--- config.mk ---
export PLATFORM = sky130hd
export DESIGN_NAME = channel_unpack
export DESIGN_NICKNAME = d
export VERILOG_FILES = /design/src/rtl/channel_unpack.sv
export SDC_FILE = /design/constraint.sdc
export NUM_CORES = 1
export LEC_CHECK = 0
export ABC_AREA = 1
export ABC_CLOCK_PERIOD_IN_PS = 1210
export BUFFER_PORTS_ARGS = -buffer_cell sky130_fd_sc_hd__buf_4
export CAP_MARGIN = 0
export CORE_MARGIN = 5
export CORE_UTILIZATION = 48
export DETAILED_ROUTE_END_ITERATION = 8
export GPL_TIMING_DRIVEN = 0
export PLACE_DENSITY = 0.75
export SETUP_SLACK_MARGIN = 0.3
export SYNTH_ARGS = -nofsm -noshare
export SYNTH_HDL_FRONTEND = slang
export SYNTH_SLANG_ARGS = --single-unit
--- constraint.sdc ---
create_clock -name clk -period 1.21 [get_ports clk]
set_input_delay 0.242 -clock clk [delete_from_list [all_inputs] [get_ports clk]]
set_output_delay 0.242 -clock clk [all_outputs]
set_load 0.01 [all_outputs]
--- src/rtl/channel_unpack.sv ---
// rtl/channel_unpack.sv - splits a WIDTH*COUNT word into COUNT narrow beats, LSB slice first
// Optional out_last output enabled by defining CHANNEL_UNPACK_LAST_EN.
module channel_unpack #(
    parameter int WIDTH = 8,
    parameter int COUNT = 4
) (
    input  logic                     clk,
    input  logic                     rst_n,
    input  logic [WIDTH*COUNT-1:0]   in_dat,
    input  logic                     in_val,
    output logic                     in_rdy,
    output logic [WIDTH-1:0]         out_dat,
    output logic                     out_val,
    input  logic                     out_rdy
`ifdef CHANNEL_UNPACK_LAST_EN
    ,
    output logic                     out_last
`endif
);

    localparam int IDX_W = (COUNT > 1) ? $clog2(COUNT) : 1;
    localparam logic [IDX_W-1:0] LAST_IDX = IDX_W'(COUNT - 1);

    typedef enum logic {
        EMPTY = 1'b0,
        BUSY  = 1'b1
    } state_t;

    state_t                   state_q, state_d;
    logic [WIDTH*COUNT-1:0]   word_q, word_d;
    logic [IDX_W-1:0]         idx_q, idx_d;
    logic [WIDTH-1:0]         dat_q, dat_d;
    logic [IDX_W-1:0]         idx_inc;
    logic                     is_last;
    logic                     in_acc;
    logic                     out_xfer;
`ifdef CHANNEL_UNPACK_LAST_EN
    logic                     last_q, last_d;
`endif

    assign is_last = (idx_q == LAST_IDX);
    assign idx_inc = idx_q + 1'b1;
    assign out_val = (state_q == BUSY);
    assign out_dat = dat_q;
    assign in_rdy  = !out_val || (out_rdy && is_last);
    assign in_acc  = in_val && in_rdy;
    assign out_xfer = out_val && out_rdy;
`ifdef CHANNEL_UNPACK_LAST_EN
    assign out_last = last_q;
`endif

    always_comb begin
        state_d = state_q;
        word_d  = word_q;
        idx_d   = idx_q;
        dat_d   = dat_q;
`ifdef CHANNEL_UNPACK_LAST_EN
        last_d  = last_q;
`endif
        if (out_xfer && !is_last) begin
            // Shift rather than part-select so COUNT=1 never elaborates an out-of-range slice.
            idx_d = idx_inc;
            dat_d = WIDTH'(word_q >> (WIDTH * int'(idx_inc)));
`ifdef CHANNEL_UNPACK_LAST_EN
            last_d = (idx_inc == LAST_IDX);
`endif
        end else if (in_acc) begin
            state_d = BUSY;
            word_d  = in_dat;
            idx_d   = '0;
            dat_d   = in_dat[WIDTH-1:0];
`ifdef CHANNEL_UNPACK_LAST_EN
            last_d  = (COUNT == 1);
`endif
        end else if (out_xfer) begin
            state_d = EMPTY;
            idx_d   = '0;
`ifdef CHANNEL_UNPACK_LAST_EN
            last_d  = 1'b0;
`endif
        end
    end

    always_ff @(posedge clk) begin
        if (!rst_n) begin
            state_q <= EMPTY;
            word_q  <= '0;
            idx_q   <= '0;
            dat_q   <= '0;
`ifdef CHANNEL_UNPACK_LAST_EN
            last_q  <= 1'b0;
`endif
        end else begin
            state_q <= state_d;
            word_q  <= word_d;
            idx_q   <= idx_d;
            dat_q   <= dat_d;
`ifdef CHANNEL_UNPACK_LAST_EN
            last_q  <= last_d;
`endif
        end
    end

endmodule

==> impl_metrics.tcl <==
set metrics [dict create \
    synth_cells 277 \
    area_growth_pct 62.2 \
    port_buffers 44 \
    final-max-slew-violation-count 0 \
    worst_hold_path_type "in2reg" \
    peakVddDrop_uv 738 \
    period_share 1.14 \
    path_delay_family "flip-flops" \
    cts-buffers-inserted 5 \
    p_int_w 0.00253 \
    dieArea_um2 5450 \
    grt_max_degree 13 \
    rsz0062_at_grt "true" \
    fin_tns_setup_ns -3.87 \
    hold_viol_final 0 \
    cp_max_fo 2 \
    synth_area_um2 1960 \
    hpwl_um 3700 \
    avgSynthCellArea_um2 7.06 \
    route.vias.total 2124 \
    die_w_um 73.8 \
    slowest_stage "dfxtp_2" \
    detail_route.vias_per_cell 5.36 \
    clock-sinks 43 \
    relSlewSlack 0.543 \
    grt_overflow 0 \
    dp_slack_ns -0.0679 \
    ios 46 \
    crit_type "reg2out" \
    comb_power_share 0.278 \
    antennaDiodeCount 0 \
    clockRootBuffer "clkbuf_8" \
    violations "setup timing" \
    crit_buf_inv 2 \
    first_pass_iters 5 \
    run_status "finished, violations left" \
    crit_required_ns 0.97 \
    period_minus_slack_ns 1.38 \
    swShare 0.300 \
    initial_core_util 0.492 \
    drv_cap 0 \
    clk_latency_ns 0.30 \
    drtIter0Drc 197 \
    cts_tree "built" \
    drc 0 \
    gp_congestion 0.829 \
    rows 23 \
    worst_slew_pin_slew_ns 0.686 \
    htreeDepth 2 \
    cp.arrival_ns 1.14 \
    finalNetCount 382 \
    ys_seq_area_frac 0.440 \
    startpoint_type "flop" \
    yosys_register_bits 43 \
    ys_types 18 \
    core_area_um2 3970 \
    fmax_mhz 723 \
    grt_usage 0.201 \
    max_stage_delay_ns 0.34 \
    cts_buffer_depth 2 \
    power_per_cell_area_nw_per_um2 1140 \
    cp-end-kind "primary output" \
    pwr-share-seq 0.439 \
    clock_skew_ns 0.00878 \
    drtAntennaViolNets 0 \
    p_leak_nw 1.41 \
    fin_ws_ns -0.173 \
    yosysWarnings 0 \
    finalSetupViolCount 44 \
    routedWlPerCell_um 16.1 \
    clkPwrFrac 0.283 \
    path_cells "ha_4 -> nand2_4 -> nand2_4 -> buf_6 -> buf_6" \
    drive_gt1_frac 0.494 \
    synth_nets 314 \
    clk_pin_slew_ns 0.08 \
    die_y_um 73.8 \
    p_sw_w 0.00108 \
    wirelength_um 6370 \
    antenna_found_initial 0 \
    grt_pass1_wl_um 8340 \
    grt_pass1_vias 1838 \
]
## Yosys cell counts, drive strengths merged
master	instances	area share
nand2	61	0.13
dfxtp	43	0.44
a21oi	35	0.090
inv	35	0.067
nand3	33	0.084
o21ai	25	0.064
nor2	18	0.035
buf	14	0.049
a21boi	8	0.031
clkbuf	3	0.0058
clkinv	1	0.0019
ha	1	0.0064
## per-stage QoR
step / hold slack, ns / instance area (um2) / std cells / utilization / power (W)
2_1_floorplan: 0.380 / 2030 / 277 / - / 0.00202
3_5_place_dp: 0.445 / 2420 / 371 / 0.610 / 0.00226
5_1_grt: 0.190 / 3170 / 396 / 0.799 / 0.00375
3_3_place_gp: 0.440 / 2420 / 371 / 0.610 / 0.00225
6_report: 0.190 / 3170 / 396 / 0.799 / 0.00362
4_1_cts: 0.193 / 2710 / 387 / 0.681 / 0.00335
## area by class of cell
type | instances | area [um2]
buffer | 17 | 189
clock buffer | 8 | 100
fill | 247 | 800
inverter | 36 | 150
multi-input combinational | 182 | 1220
sequential | 43 | 877
tap | 50 | 62.6
timing repair buffer | 60 | 577
## worst paths after layout
check                             to               startpoint  depth (start not counted)  slack (ns)
min reg2reg  word_q[22]$_SDFFE_PN0P_  word_q[22]$_SDFFE_PN0P_                          2        0.46
max reg2reg  word_q[20]$_SDFFE_PN0P_    idx_q[1]$_SDFFE_PN0P_                          8       -0.15
min          word_q[16]$_SDFFE_PN0P_               in_dat[16]                          3        0.19
max                           in_rdy    idx_q[1]$_SDFFE_PN0P_                          5       -0.17
## power groups by stage
stage	clock, W	combinational [W]	sequential, W
2_1_floorplan	0	0.000413	0.00161
3_3_place_gp	0	0.000647	0.00160
3_5_place_dp	0	0.000658	0.00160
4_1_cts	0.00103	0.000744	0.00158
5_1_grt	0.00108	0.00107	0.00160
6_report	0.00102	0.00101	0.00159
## flip-flops by register name (all words and copies together), names as in the netlist
register	cells
word_q	32
out_dat	8
idx_q	2
out_val	1
## cells in the final DEF (no fill, tap or decap), drive strengths merged
master / Yosys / routed
a21boi: 8 / 8
a21oi: 35 / 35
buf: 14 / 70
clkbuf: 3 / 15
clkinv: 1 / 1
dfxtp: 43 / 43
ha: 1 / 1
inv: 35 / 35
nand2: 61 / 62
nand3: 33 / 33
nor2: 18 / 18
o21ai: 25 / 25
## metal layers
metal  part of all wire  global-route usage  vias to the layer above  wire (um)
li1                   -                   -                     1026          -
met1               0.42               0.257                      990       2670
met2               0.50               0.324                       91       3170
met3              0.058              0.0479                       17        371
met4              0.025              0.0785                        0        162
met5                  0                   0                        -          0
## kinds of logic after synthesis
family,count (synthesis),synth area share
compound gates,68,0.184
fa+ha+maj,1,0.00640
simple gates,112,0.245
flops,43,0.440
buf+inv,53,0.124
## worst min-delay path: cells and delay by family
family	cells	cell delay, ns
AOI/OAI and AO/OA	2	0.13
buffers and inverters	1	0.08
## repair_timing
action,4_1_cts,5_1_grt
gates cloned,2,6
hold buffers,0,0
buffers inserted,6,3
resized for setup,43,92
pin swaps,7,23
endpoints found under the setup margin,53,53
Power figures use the tool's default switching activity.
